`config.mk`:
```
export PLATFORM = sky130hd
export DESIGN_NAME = ldl_fifo_rs_v1_flat
export DESIGN_NICKNAME = d
export VERILOG_FILES = /design/src/rtl/ldl_fifo_rs_v1_if.sv /design/src/rtl/ldl_fifo_rs_v1.sv /design/src/flat_wrapper.sv
export SDC_FILE = /design/constraint.sdc
export NUM_CORES = 1
export LEC_CHECK = 0
export CAP_MARGIN = 20
export CORE_AREA = 2 2 91 93
export CTS_CLUSTER_DIAMETER = 100
export CTS_CLUSTER_SIZE = 30
export DETAILED_ROUTE_END_ITERATION = 8
export DIE_AREA = 0 0 93 95
export PLACE_DENSITY = 0.88
export SYNTH_ARGS = -nofsm -noshare
export SYNTH_HDL_FRONTEND = slang
export SYNTH_SLANG_ARGS = --single-unit
```
`constraint.sdc`:
```
create_clock -name clk -period 6.45 [get_ports clk]
set_clock_uncertainty 0.2 [all_clocks]
set_input_delay 0.645 -clock clk [delete_from_list [all_inputs] [get_ports clk]]
set_output_delay 0.645 -clock clk [all_outputs]
set_load 0.01 [all_outputs]
```
`src/rtl/ldl_fifo_rs_v1_if.sv`:
```
// Read-side bus of the synchronous FIFO: consumer handshake, pointer exchange
// with the write side and the read port of the dual-port RAM.
// The slave modport is the read-side block; the master modport is everything
// around it (consumer, write-side pointer block and RAM).
interface ldl_fifo_rs_v1_if #(
    parameter int AW = 8,
    parameter int DW = 32
);
    logic          re;
    logic          empty;
    logic [DW-1:0] dout;
    logic          dout_vld;
    logic [AW:0]   w_pt;
    logic [AW:0]   r_pt;
    logic [AW-1:0] ra;
    logic          mr;
    logic [DW-1:0] md;
    logic [AW+1:0] rcnt;
    logic          uflow;

    modport master (
        output re, w_pt, md,
        input  empty, dout, dout_vld, r_pt, ra, mr, rcnt, uflow
    );

    modport slave (
        input  re, w_pt, md,
        output empty, dout, dout_vld, r_pt, ra, mr, rcnt, uflow
    );
endinterface

```
`src/rtl/ldl_fifo_rs_v1.sv`:
```
// Read side of the synchronous FIFO. Owns the read pointer, drives the RAM
// read port (1-cycle synchronous read) and presents data to the consumer.
//   AHEAD=1: show-ahead; a 2-entry prefetch buffer keeps the head word valid
//            whenever empty is low, sustaining one word per cycle.
//   AHEAD=0: normal read; data and dout_vld arrive the cycle after re.
// Optional feature: define LDL_FIFO_RS_UFLOW_EN to build the sticky underflow
// flag; otherwise uflow is tied low.
module ldl_fifo_rs_v1 #(
    parameter int AW    = 8,
    parameter int DW    = 32,
    parameter int AHEAD = 1
) (
    input  logic            clk,
    input  logic            rst,
    ldl_fifo_rs_v1_if.slave bus
);
    localparam logic [AW:0] PT_ONE = {{AW{1'b0}}, 1'b1};

    logic [AW:0]   r_rpt;
    logic          w_mem_avail;
    logic          w_mr;
    logic          w_empty;
    logic          w_dout_vld;
    logic [DW-1:0] w_dout;
    logic [AW+1:0] w_rcnt;
    logic          w_uflow;

    // Words remain in the RAM whenever the two pointers differ (MSB breaks the full/empty tie).
    assign w_mem_avail = (bus.w_pt != r_rpt);

    // Read pointer advances once per RAM read issued; MSB toggles on wrap.
    always_ff @(posedge clk) begin
        // NOTE: sequential state uses non-blocking assignments so every flop samples pre-edge values.
        if (rst) begin
            r_rpt <= '0;
        end else if (w_mr) begin
            r_rpt <= r_rpt + PT_ONE;
        end
    end

    if (AHEAD == 0) begin : g_normal
        logic          r_pend;
        logic [DW-1:0] r_dout;

        assign w_empty = ~w_mem_avail;
        assign w_mr    = bus.re & w_mem_avail;

        // Track the read in flight and hold the last returned word for the consumer.
        always_ff @(posedge clk) begin
            if (rst) begin
                r_pend <= 1'b0;
                r_dout <= '0;
            end else begin
                r_pend <= w_mr;
                if (r_pend) begin
                    r_dout <= bus.md;
                end
            end
        end

        // md is already the RAM's registered output: show it on the return cycle, hold it afterwards.
        assign w_dout     = r_pend ? bus.md : r_dout;
        assign w_dout_vld = r_pend;
        assign w_rcnt     = {1'b0, bus.w_pt - r_rpt};
    end else begin : g_ahead
        logic [DW-1:0] r_buf [2];
        logic          r_hd;
        logic [1:0]    r_occ;
        logic          r_pend;
        logic          w_pop;
        logic          w_tail;
        logic [2:0]    w_occ_sum;

        assign w_pop     = bus.re & (r_occ != 2'd0);
        // Occupancy the buffer will have once the in-flight word lands and this pop leaves.
        assign w_occ_sum = {1'b0, r_occ} + {2'b00, r_pend} - {2'b00, w_pop};
        assign w_mr      = w_mem_avail & (w_occ_sum < 3'd2);
        // Tail slot is judged against the pre-pop head; with occ==1 and a pop it becomes the new head.
        assign w_tail    = r_hd ^ r_occ[0];

        // Prefetch buffer: fill the tail from the RAM return, advance the head on pop.
        always_ff @(posedge clk) begin
            if (rst) begin
                // NOTE: the two buffer words are reset so dout reads zero straight out of reset.
                r_buf[0] <= '0;
                r_buf[1] <= '0;
                r_hd     <= 1'b0;
                r_occ    <= 2'd0;
                r_pend   <= 1'b0;
            end else begin
                r_pend <= w_mr;
                r_occ  <= w_occ_sum[1:0];
                r_hd   <= r_hd ^ w_pop;
                if (r_pend) begin
                    r_buf[w_tail] <= bus.md;
                end
            end
        end

        // Fetch throttling must keep buffered plus in-flight words within the two slots.
        assert property (@(posedge clk) disable iff (rst) w_occ_sum <= 3'd2);

        assign w_empty    = (r_occ == 2'd0);
        assign w_dout     = r_buf[r_hd];
        assign w_dout_vld = ~w_empty;
        assign w_rcnt     = {1'b0, bus.w_pt - r_rpt} + {{AW{1'b0}}, r_occ}
                          + {{(AW+1){1'b0}}, r_pend};
    end

`ifdef LDL_FIFO_RS_UFLOW_EN
    logic r_uflow;

    // Sticky record of any read attempted against an empty FIFO; only rst clears it.
    always_ff @(posedge clk) begin
        if (rst) begin
            r_uflow <= 1'b0;
        end else if (bus.re & w_empty) begin
            r_uflow <= 1'b1;
        end
    end

    assign w_uflow = r_uflow;
`else
    assign w_uflow = 1'b0;
`endif

    assign bus.empty    = w_empty;
    assign bus.dout     = w_dout;
    assign bus.dout_vld = w_dout_vld;
    assign bus.r_pt     = r_rpt;
    assign bus.ra       = r_rpt[AW-1:0];
    assign bus.mr       = w_mr;
    assign bus.rcnt     = w_rcnt;
    assign bus.uflow    = w_uflow;
endmodule

```
`src/flat_wrapper.sv`:
```
// flat-port wrapper written by rule: the top's interface ports become plain ports
module ldl_fifo_rs_v1_flat 
#(
    parameter int AW    = 8,
    parameter int DW    = 32,
    parameter int AHEAD = 1
)
  (clk, rst, bus_re, bus_w_pt, bus_md, bus_empty, bus_dout, bus_dout_vld, bus_r_pt, bus_ra, bus_mr, bus_rcnt, bus_uflow);
  ldl_fifo_rs_v1_if #(.AW(AW), .DW(DW)) bus_i ();
  input  logic clk;
  input  logic rst;
  input wire logic [$bits(bus_i.re)-1:0] bus_re;
  input wire logic [$bits(bus_i.w_pt)-1:0] bus_w_pt;
  input wire logic [$bits(bus_i.md)-1:0] bus_md;
  output wire logic [$bits(bus_i.empty)-1:0] bus_empty;
  output wire logic [$bits(bus_i.dout)-1:0] bus_dout;
  output wire logic [$bits(bus_i.dout_vld)-1:0] bus_dout_vld;
  output wire logic [$bits(bus_i.r_pt)-1:0] bus_r_pt;
  output wire logic [$bits(bus_i.ra)-1:0] bus_ra;
  output wire logic [$bits(bus_i.mr)-1:0] bus_mr;
  output wire logic [$bits(bus_i.rcnt)-1:0] bus_rcnt;
  output wire logic [$bits(bus_i.uflow)-1:0] bus_uflow;
  assign bus_i.re = bus_re;
  assign bus_i.w_pt = bus_w_pt;
  assign bus_i.md = bus_md;
  assign bus_empty = bus_i.empty;
  assign bus_dout = bus_i.dout;
  assign bus_dout_vld = bus_i.dout_vld;
  assign bus_r_pt = bus_i.r_pt;
  assign bus_ra = bus_i.ra;
  assign bus_mr = bus_i.mr;
  assign bus_rcnt = bus_i.rcnt;
  assign bus_uflow = bus_i.uflow;
  ldl_fifo_rs_v1 #(.AW(AW), .DW(DW), .AHEAD(AHEAD)) u_core (.clk(clk), .rst(rst), .bus(bus_i));
endmodule
```
* Word-level counts from Yosys, hierarchy flattened
Memories as Yosys holds them, arrays and structs flattened. A register that Yosys moved wholly into a read port is not among the register bits.
Index checks and enable logic that the tools add are counted.
** Operators by class
- Muxes and demuxes :: 9
- Magnitude comparators :: 1
- Equal/unequal tests :: 1
- Bitwise operators :: 5
- Reduce and logical (&&, ||, !) cells :: 3
- $add $sub $neg :: 6
** Operator list (count)
- 32-bit two-way mux :: 1
- 32-bit OR reduction :: 1
- 10-bit by 1-bit adder with 10-bit output :: 1
- 9-bit by 2-bit adder with 10-bit output :: 1
- 9-bit by 1-bit adder with 9-bit output, second input constant :: 1
- 9-bit != test :: 1
- 9-bit subtractor :: 1
- 1-bit two-way mux :: 8
- 2-bit by 1-bit adder with 3-bit output :: 1
- 3-bit by 2-bit < comparator with 1-bit output, second input constant :: 1
- 3-bit by 1-bit subtractor with 3-bit output :: 1
- 1-bit bitwise AND :: 2
- 2-bit zero test :: 1
- 2-bit nonzero test :: 1
- 1-bit bitwise XOR :: 2
- 1-bit NOT :: 1
** Word-level totals
- Memories :: 1
- Register bits :: 13
- Output and inout port bits :: 63
- Logic and storage cells :: 30
- Memory bits (writable) :: 64
- Bits of input ports :: 44
** Memories
- u_core.g_ahead.r_buf :: depth 2, width 32, read ports 1, clocked after Yosys merged registers in 1, wr ports 2, RTL line ldl_fifo_rs_v1.sv:66 : logic [DW-1:0] r_buf [2];

* Longest topological paths before layout
Gate-level depths: netlist of run 1.
- Depth in word-level cells :: 5
- Mapped depth :: 13
- Mapped depth without buffers :: 13

* Least setup slack after synthesis of run 1
OpenSTA, ideal clock, no wires.
- Kind :: input port to output port
- From :: in bus_w_pt[0]
- To :: out bus_rcnt[7]
- Buffers on the path :: 0
- Cell stages on the path :: 10
- Required time :: 5.605 ns
- Arrival time :: 2.560 ns
- Path slack :: 3.045 ns
- Path through :: inv_1 > ha_1 > fa_1 > inv_1 > ha_1 > a21oi_1 > nor2_1 > nand3_1 > or3_4 > xor2_1
** On the way
- Longest elaborated chain between the ends :: 3
** Ends and longest elaborated chain
- from (decl) :: RTL line flat_wrapper.sv:13 : input wire logic [$bits(bus_i.w_pt)-1:0] bus_w_pt;
- 9-bit subtractor :: RTL line ldl_fifo_rs_v1.sv:106 : assign w_rcnt = {1'b0, bus.w_pt - r_rpt} + {{AW{1'b0}}, r_occ}
- 9-bit by 2-bit adder with 10-bit output :: RTL line ldl_fifo_rs_v1.sv:106
- 10-bit by 1-bit adder with 10-bit output :: RTL line ldl_fifo_rs_v1.sv:107 : + {{(AW+1){1'b0}}, r_pend};
- to (decl) :: RTL line flat_wrapper.sv:21 : output wire logic [$bits(bus_i.rcnt)-1:0] bus_rcnt;
No other way between the ends.

* Worst setup path in the final report of run 1
Same ends and word-level chain as after synthesis.

==> impl_metrics.prom, run 1 <==
# TYPE chip_impl_metric gauge
chip_impl_metric{name="slew_headroom",unit="%"} 35.6
chip_impl_metric{name="synth-seq-cells",unit=""} 77
chip_impl_metric{name="holdPathStages",unit=""} 2
chip_impl_metric{name="grt_usage",unit="%"} 19.5
chip_impl_metric{name="placementRows",unit=""} 33
chip_impl_metric{name="synth.lib_cells_used.distinct",unit=""} 49
chip_impl_info{name="rsz0062_at_grt",value="false"} 1
chip_impl_metric{name="ioPinCount",unit=""} 107
chip_impl_metric{name="fill_cells",unit=""} 608
chip_impl_metric{name="synth_area_per_cell",unit="um^2"} 12.4
chip_impl_metric{name="route.detailed.vias_per_inst",unit=""} 5.16
chip_impl_metric{name="slew_violations",unit=""} 0
chip_impl_metric{name="fp.dieH",unit="um"} 95
chip_impl_info{name="ys_dominant_reg_cell",value="sky130_fd_sc_hd__edfxtp_1"} 1
chip_impl_metric{name="worst_skew_pair.late_latency",unit="ns"} 0.35
chip_impl_metric{name="synthCells",unit=""} 329
chip_impl_metric{name="antenna_found_initial",unit=""} 0
chip_impl_metric{name="yosysWarnings",unit=""} 0
chip_impl_metric{name="critPathArrivalTime",unit="ns"} 3.60
chip_impl_info{name="setup.worst_path.start_class",value="primary input"} 1
chip_impl_metric{name="tritoncts_num_sinks",unit=""} 77
chip_impl_metric{name="cts_inserted_buffers",unit=""} 9
chip_impl_metric{name="synth_compound_gate_area_share",unit="%"} 3.26
chip_impl_metric{name="max-vdd-ir-drop",unit="mV"} 0.295
chip_impl_metric{name="critical_path_peak_fanout",unit=""} 2
chip_impl_metric{name="antenna_cells",unit=""} 0
chip_impl_metric{name="detailedPlacementHpwl",unit="mm"} 5.89
chip_impl_info{name="synth_top_family_by_area",value="simple AND/OR/NAND/NOR gates"} 1
chip_impl_metric{name="detailedRoute.firstIterationViolations",unit=""} 118
chip_impl_metric{name="worstMarginPinSlew",unit="ns"} 0.966
chip_impl_info{name="timing.setup.critical_path_class",value="primary input to output pin"} 1
chip_impl_metric{name="clock_tree_buffer_depth",unit=""} 2
chip_impl_metric{name="synth.mux.area_fraction",unit="%"} 9.11
chip_impl_metric{name="finalPower",unit="mW"} 1.86
chip_impl_metric{name="htree_num_levels",unit=""} 3
chip_impl_metric{name="vias",unit=""} 2766
chip_impl_metric{name="post-cts-setup-buffers",unit=""} 0
chip_impl_metric{name="effective_utilization_at_floorplan",unit="%"} 51.3
chip_impl_metric{name="combPwrFrac",unit="%"} 46.0
chip_impl_metric{name="grt_start_max_net_pins",unit=""} 34
chip_impl_metric{name="vias_in_the_first_global_route",unit=""} 2740
chip_impl_metric{name="final.setup.tns",unit="ns"} 0
chip_impl_metric{name="finish.instance_area",unit="um^2"} 5330
chip_impl_info{name="cts.root.buffer_cell",value="sky130_fd_sc_hd__clkbuf_8"} 1
chip_impl_metric{name="cts-resized-gates",unit=""} 0
chip_impl_metric{name="clkSlewWorstSetupHoldPaths",unit="ns"} 0.08
chip_impl_info{name="hp-class",value="flop to flop"} 1
chip_impl_metric{name="cellPowerDensity",unit="nW/um^2"} 348
chip_impl_metric{name="total_leakage_power",unit="nW"} 2.01
chip_impl_metric{name="drt-total-wl",unit="mm"} 8.32
chip_impl_metric{name="syn_area",unit="um^2"} 4070
chip_impl_metric{name="synth-async-reset-ratio",unit="%"} 0
chip_impl_metric{name="synth_fp_nets",unit=""} 389
chip_impl_metric{name="detailed_place.area",unit="um^2"} 5150
chip_impl_metric{name="simple_gate_area_share_of_the_yosys_netlist",unit="%"} 17.7
chip_impl_metric{name="fmax",unit="MHz"} 225
chip_impl_metric{name="final_net_count",unit=""} 486
chip_impl_info{name="status",value="complete, no violations"} 1
chip_impl_metric{name="hold_buffers",unit=""} 0
chip_impl_metric{name="p_switching",unit="mW"} 0.617
chip_impl_metric{name="drv_cap",unit=""} 0
chip_impl_metric{name="min_period",unit="ns"} 4.45
chip_impl_metric{name="power_report.internal_total",unit="mW"} 1.24
chip_impl_metric{name="fin_util",unit="%"} 67.2
chip_impl_metric{name="grt_first_pass_wirelength",unit="mm"} 13.0
chip_impl_metric{name="critPathRequiredTime",unit="ns"} 5.60
chip_impl_metric{name="switching_share_of_total_power",unit="%"} 33.2
chip_impl_info{name="commonest_cells_in_the_synthesized_netlist",value="sky130_fd_sc_hd__and2_1 (64), sky130_fd_sc_hd__edfxtp_1 (64), sky130_fd_sc_hd__mux2_2 (32)"} 1
chip_impl_metric{name="drtAntennaViolNets",unit=""} 0
chip_impl_metric{name="per_cell_routed_wire_length",unit="um"} 15.5
chip_impl_metric{name="timing.final.setup_violations",unit=""} 0
chip_impl_metric{name="die_area",unit="um^2"} 8840
chip_impl_metric{name="synth_enable_flop_cells",unit=""} 64
chip_impl_info{name="ys_top_cells_by_area",value="sky130_fd_sc_hd__edfxtp_1 (47%), sky130_fd_sc_hd__and2_1 (9.8%), sky130_fd_sc_hd__mux2_2 (8.9%)"} 1
chip_impl_metric{name="gp_congestion",unit=""} 0.881
chip_impl_metric{name="die_width",unit="um"} 93
chip_impl_metric{name="adder_cell_fraction_of_synth_area",unit="%"} 5.66
chip_impl_metric{name="coreArea",unit="um^2"} 7930
chip_impl_metric{name="post-route-drc-count",unit=""} 0
chip_impl_metric{name="grt_overflow",unit=""} 0
chip_impl_metric{name="timing_hold_violations_final",unit=""} 0
chip_impl_metric{name="power_frac_clock",unit="%"} 17.4
chip_impl_info{name="netlist.top_cell.by_area",value="sky130_fd_sc_hd__edfxtp_1"} 1
chip_impl_metric{name="synth.top_cell.area_share",unit="%"} 47.3
chip_impl_metric{name="place.port_buffers",unit=""} 105
chip_impl_info{name="cts_tree",value="yes"} 1
chip_impl_metric{name="worst_r2r_path_depth",unit=""} 12
chip_impl_info{name="crit_path_end_kind",value="output pin"} 1
chip_impl_metric{name="synthToLayoutAreaGrowth",unit="%"} 31.0
chip_impl_metric{name="detailedRoute.firstPassIterationCount",unit=""} 6
chip_impl_metric{name="final_min_period_over_clock_period",unit="%"} 68.9
chip_impl_metric{name="synth_sequential_area_ratio",unit="%"} 53.7
chip_impl_metric{name="drive_gt1_share",unit="%"} 14.6
chip_impl_metric{name="sequentialPowerShare",unit="%"} 36.7
chip_impl_metric{name="yosys.area_share.xor_xnor",unit="%"} 5.72
critical path, cell delays in order:
cell	delay, ns
sky130_fd_sc_hd__clkdlybuf4s50_1	0.45
sky130_fd_sc_hd__inv_1	0.04
sky130_fd_sc_hd__ha_1	0.19
sky130_fd_sc_hd__fa_1	0.54
sky130_fd_sc_hd__inv_1	0.06
sky130_fd_sc_hd__ha_1	0.27
sky130_fd_sc_hd__a21oi_1	0.07
sky130_fd_sc_hd__nor2_1	0.15
sky130_fd_sc_hd__nand3_1	0.13
sky130_fd_sc_hd__or3_4	0.36
sky130_fd_sc_hd__xor2_1	0.14
sky130_fd_sc_hd__clkdlybuf4s50_1	0.55
worst paths after layout:
check,slack [ns],end,startpoint
max,2.00,bus_rcnt[7],bus_w_pt[0]
min,0.37,u_core.bus.r_pt[8],u_core.bus.r_pt[8]
max reg2reg,3.35,u_core.bus.r_pt[8],u_core.g_ahead.r_occ[1]
min reg2reg,0.37,u_core.bus.r_pt[8],u_core.bus.r_pt[8]
power by group through the flow:
stage | registers (mW) | clock network [mW] | logic, mW
finish | 0.680 | 0.323 | 0.853
global route | 0.690 | 0.347 | 0.927
CTS | 0.682 | 0.328 | 0.860
detailed placement | 0.694 | 0 | 0.854
global placement | 0.686 | 0 | 0.840
floorplan | 0.680 | 0 | 0.485
state kept, by name, summed over array words and instances, names as in the netlist:
register,flops
u_core.g_ahead.r_buf,64
u_core.g_ahead.r_hd,1
u_core.bus.r_pt,9
u_core.g_ahead.r_pend,1
u_core.g_ahead.r_occ,2
routing by layer:
metal  wire length, um  vias up  track usage (%)
met3               545       13             5.91
met2              4140       99             33.0
met5                 0        -                0
met4               177        0             7.48
li1                  -     1317                -
met1              3460     1337             23.6
layout by cell type, fill, tap and decap left out, drive strengths merged, types with 2 or more instances in the layout:
| cell | count |
|---|---|
| nor2b | 5 |
| dfxtp | 13 |
| a21oi | 5 |
| clkinvlp | 3 |
| clkdlybuf4s50 | 105 |
| nor3 | 4 |
| nor4 | 2 |
| xor2 | 9 |
| o221ai | 2 |
| and3 | 3 |
| nand3 | 3 |
| buf | 2 |
| edfxtp | 64 |
| o21ai | 2 |
| and2 | 64 |
| a211oi | 2 |
| xnor2 | 15 |
| clkbuf | 10 |
| nand4 | 6 |
| ha | 12 |
| inv | 23 |
| nor2 | 16 |
| or2 | 3 |
| nand2 | 7 |
| mux2 | 32 |
| fa | 4 |
cells by family after synthesis:
kind of cell,count (synthesis)
compound gates,16
xor+xnor,24
fa+ha+maj,16
buf+inv,42
flops,77
mux,33
other cells,1
simple gates,120
layout make-up:
cell class / instances / area (um^2) / share of cell area, %
Clock buffer: 10 / 128 / 2.40
Clock inverter: 6 / 45.0 / 0.846
Inverter: 21 / 78.8 / 1.48
Multi-Input combinational cell: 210 / 1700 / 31.8
Sequential cell: 77 / 2180 / 41.0
Tap cell: 105 / 131 / 2.47
Timing Repair Buffer: 107 / 1070 / 20.0
metrics by stage:
stage | hold WS (ns) | setup WS (ns) | std cells
floorplan | 0.381 | 3.05 | 329
global placement | 0.348 | 2.05 | 520
detailed placement | 0.362 | 2.02 | 520
CTS | 0.384 | 2.00 | 536
global route | 0.400 | 1.86 | 536
finish | 0.374 | 2.00 | 536
Note: power is estimated with default switching activity, not from simulation.
==> run 2, diff against run 1 <==
--- a/config.mk
+++ b/config.mk
@@ -6,12 +6,12 @@
 export NUM_CORES = 1
 export LEC_CHECK = 0
 export CAP_MARGIN = 20
-export CORE_AREA = 2 2 91 93
+export CORE_AREA = 2 2 100 102
 export CTS_CLUSTER_DIAMETER = 100
 export CTS_CLUSTER_SIZE = 30
 export DETAILED_ROUTE_END_ITERATION = 8
-export DIE_AREA = 0 0 93 95
-export PLACE_DENSITY = 0.88
+export DIE_AREA = 0 0 102 104
+export PLACE_DENSITY = 0.78
 export SYNTH_ARGS = -nofsm -noshare
 export SYNTH_HDL_FRONTEND = slang
 export SYNTH_SLANG_ARGS = --single-unit
==> constraint.sdc (replaced) <==
create_clock -name clk -period 4 [get_ports clk]
set_clock_uncertainty 0.2 [all_clocks]
set_input_delay 0.4 -clock clk [delete_from_list [all_inputs] [get_ports clk]]
set_output_delay 0.4 -clock clk [all_outputs]
set_load 0.01 [all_outputs]
==> run 2 against run 1 <==
  * Combinational power increased by 59%
  * Flip-flop and latch count unchanged
  * Clock-buffer cell count increased by 1
  * Non-clock buffer count increased by 3
  * Register-to-register slack got worse by 2.3 ns
  * Hold slack improved by 0.027 ns
  * Via count decreased by 2.5%
  * Design area increased by 1.9%
  * Sequential power increased by 66%
  * Highest routed layer unchanged
==> impl_metrics.prom, run 2 (synthesized netlist as in run 1, its figures left out) <==
# TYPE chip_impl_metric gauge
chip_impl_info{name="status",value="complete, no violations"} 1
chip_impl_metric{name="worstMarginPinSlew",unit="ns"} 0.825
chip_impl_metric{name="slew_violations",unit=""} 0
chip_impl_metric{name="critPathRequiredTime",unit="ns"} 3.40
chip_impl_metric{name="power_frac_clock",unit="%"} 20.4
chip_impl_metric{name="cellPowerDensity",unit="nW/um^2"} 576
chip_impl_metric{name="tritoncts_num_sinks",unit=""} 77
chip_impl_info{name="path_delay_family",value="buffers and inverters"} 1
chip_impl_metric{name="antenna_cells",unit=""} 0
chip_impl_metric{name="grt_overflow",unit=""} 0
chip_impl_metric{name="post-place-ws",unit="ns"} -0.0645
chip_impl_metric{name="grt_start_max_net_pins",unit=""} 33
chip_impl_metric{name="htree_num_levels",unit=""} 3
chip_impl_metric{name="critical_path_peak_fanout",unit=""} 3
chip_impl_metric{name="vias",unit=""} 2697
chip_impl_info{name="max_flop_register",value="u_core.g_ahead.r_buf"} 1
chip_impl_metric{name="vias_in_the_first_global_route",unit=""} 2842
chip_impl_info{name="crit_path_end_kind",value="output pin"} 1
chip_impl_info{name="cts.root.buffer_cell",value="sky130_fd_sc_hd__clkbuf_8"} 1
chip_impl_metric{name="final_min_period_over_clock_period",unit="%"} 95.8
chip_impl_metric{name="slew_headroom",unit="%"} 45.0
chip_impl_metric{name="critPathArrivalTime",unit="ns"} 3.23
chip_impl_metric{name="detailedRoute.firstIterationViolations",unit=""} 125
chip_impl_metric{name="place.port_buffers",unit=""} 105
chip_impl_metric{name="clock_tree_buffer_depth",unit=""} 2
chip_impl_metric{name="worst_skew_pair.late_latency",unit="ns"} 0.34
chip_impl_info{name="hp-class",value="flop to flop"} 1
chip_impl_metric{name="switching_share_of_total_power",unit="%"} 31.3
chip_impl_info{name="crit_path_top_delay_cell",value="sky130_fd_sc_hd__clkdlybuf4s50_1"} 1
chip_impl_metric{name="combPwrFrac",unit="%"} 43.6
chip_impl_metric{name="area_of_combinational_cells_with_multiple_inputs",unit="um^2"} 1700
chip_impl_metric{name="sequentialPowerShare",unit="%"} 36.0
chip_impl_info{name="rsz0062_at_grt",value="false"} 1
chip_impl_metric{name="fp.dieH",unit="um"} 104
chip_impl_metric{name="max-vdd-ir-drop",unit="mV"} 0.434
chip_impl_metric{name="detailedPlacementHpwl",unit="mm"} 5.89
chip_impl_metric{name="critPathBufInv",unit=""} 3
chip_impl_metric{name="drv_cap",unit=""} 0
chip_impl_metric{name="grt_usage",unit="%"} 15.8
chip_impl_info{name="cts_tree",value="yes"} 1
chip_impl_metric{name="die_area",unit="um^2"} 10600
chip_impl_metric{name="antenna_found_initial",unit=""} 0
chip_impl_metric{name="drive_gt1_share",unit="%"} 15.2
chip_impl_metric{name="die_width",unit="um"} 102
chip_impl_metric{name="total_leakage_power",unit="nW"} 2.07
chip_impl_metric{name="clkSlewWorstSetupHoldPaths",unit="ns"} 0.08
chip_impl_metric{name="placementRows",unit=""} 36
chip_impl_info{name="layout_commonest_cell",value="sky130_fd_sc_hd__clkdlybuf4s50_1"} 1
chip_impl_metric{name="regArea",unit="um^2"} 2180
chip_impl_metric{name="final.setup.tns",unit="ns"} 0
chip_impl_metric{name="detailedRoute.firstPassIterationCount",unit=""} 4
chip_impl_metric{name="drt-total-wl",unit="mm"} 8.41
chip_impl_metric{name="critical-path-max-stage-delay",unit="ns"} 0.56
chip_impl_metric{name="timing.final.setup_violations",unit=""} 0
chip_impl_metric{name="min_period",unit="ns"} 3.83
chip_impl_metric{name="ioPinCount",unit=""} 107
chip_impl_metric{name="post-route-drc-count",unit=""} 0
chip_impl_metric{name="synthToLayoutAreaGrowth",unit="%"} 33.5
chip_impl_info{name="critical_path.cell_chain",value="clkdlybuf4s50_1 -> inv_1 -> ha_1 -> fa_1 -> and2b_1 -> o221ai_2 -> o311a_4 -> nor4_2 -> xnor2_1 -> clkdlybuf4s50_1"} 1
chip_impl_info{name="timing.setup.critical_path_class",value="primary input to output pin"} 1
chip_impl_metric{name="effective_utilization_at_floorplan",unit="%"} 42.6
chip_impl_metric{name="gp_congestion",unit=""} 0.910
chip_impl_metric{name="timing_hold_violations_final",unit=""} 0
chip_impl_metric{name="grt_first_pass_wirelength",unit="mm"} 13.2
chip_impl_info{name="layout_common_cells",value="sky130_fd_sc_hd__clkdlybuf4s50_1 (103), sky130_fd_sc_hd__and2_1 (64), sky130_fd_sc_hd__edfxtp_1 (64), sky130_fd_sc_hd__mux2_2 (32), sky130_fd_sc_hd__inv_1 (21)"} 1
chip_impl_metric{name="coreArea",unit="um^2"} 9550
chip_impl_metric{name="drtAntennaViolNets",unit=""} 0
chip_impl_metric{name="p_switching",unit="mW"} 0.980
chip_impl_metric{name="fill_cells",unit=""} 812
chip_impl_info{name="cp_most_frequent_cell",value="sky130_fd_sc_hd__clkdlybuf4s50_1"} 1
chip_impl_metric{name="per_cell_routed_wire_length",unit="um"} 14.8
chip_impl_metric{name="route.detailed.vias_per_inst",unit=""} 4.76
chip_impl_info{name="setup.worst_path.start_class",value="primary input"} 1
chip_impl_metric{name="final_net_count",unit=""} 489
chip_impl_metric{name="post-route-worst-setup-slack",unit="ns"} 0.168
chip_impl_metric{name="power_report.internal_total",unit="mW"} 2.15
chip_impl_metric{name="fmax",unit="MHz"} 261
chip_impl_metric{name="cts_inserted_buffers",unit=""} 9
chip_impl_metric{name="largest_reg_flops",unit=""} 64
run 2: timing repair:
action,in CTS,in global routing
hold buffers,0,0
pin swaps,0,1
setup buffers,0,0
gates resized for setup,1,1
endpoints found under the hold margin,0,0
endpoints found under the setup margin,1,1
run 2: path summary, 6_finish.rpt:
check	from	endpoint	slack, ns	cells after the start
setup / recovery	bus_w_pt[0]	bus_rcnt[8]	0.17	10
hold / removal	u_core.bus.r_pt[8]	u_core.bus.r_pt[8]	0.40	2
setup reg to reg	u_core.g_ahead.r_occ[1]	u_core.bus.r_pt[8]	1.07	13
hold reg to reg	u_core.bus.r_pt[8]	u_core.bus.r_pt[8]	0.40	2
run 2: power by group through the flow:
stage               clock, mW  sequential [mW]  combinational, mW
finish                  0.639             1.13               1.36
floorplan                   0             1.10              0.782
CTS                     0.648             1.13               1.39
global route            0.683             1.14               1.49
global placement            0             1.14               1.36
detailed placement          0             1.15               1.38
run 2: area by class of cell:
cell class / count / share of cell area, %
sequential: 77 / 40.2
multi-input combinational: 210 / 31.2
timing repair buffer: 110 / 20.1
tap: 133 / 3.07
clock buffer: 11 / 2.42
clock inverter: 5 / 1.54
inverter: 21 / 1.45
run 2: worst min-delay path, delay by kind of cell, from the launching register on:
kind,cells,cell delay (ns)
DFF,1,0.40
xor gates and xnor gates,1,0.09
and+or+nand+nor,1,0.08
run 2: layer usage:
layer  routed length, um  vias up  track usage (%)
li1                    -     1322                -
met1                3610     1289             19.2
met2                4190       73             27.2
met3                 486       13             3.97
met4                 116        0             5.33
met5                   0        -                0
run 2: stage by stage:
stage	cells	power [mW]	area, um^2	utilization (%)	hold WS (ns)
after CTS	567	3.17	5430	56.8	0.404
after floorplan	329	1.88	4070	-	0.272
after global routing	567	3.32	5430	56.9	0.434
final	567	3.13	5430	56.9	0.401
after detailed placement	551	2.53	5210	54.6	0.376
after global placement	551	2.51	5210	54.6	0.388
==> run 3, diff against run 2 <==
--- a/config.mk
+++ b/config.mk
@@ -11,6 +11,7 @@
 export CTS_CLUSTER_SIZE = 30
 export DETAILED_ROUTE_END_ITERATION = 8
 export DIE_AREA = 0 0 102 104
+export HOLD_SLACK_MARGIN = 0.08
 export PLACE_DENSITY = 0.78
 export SYNTH_ARGS = -nofsm -noshare
 export SYNTH_HDL_FRONTEND = slang
==> results of run 3 <==
Final layout, timing and power as in run 2 (identical DEF).
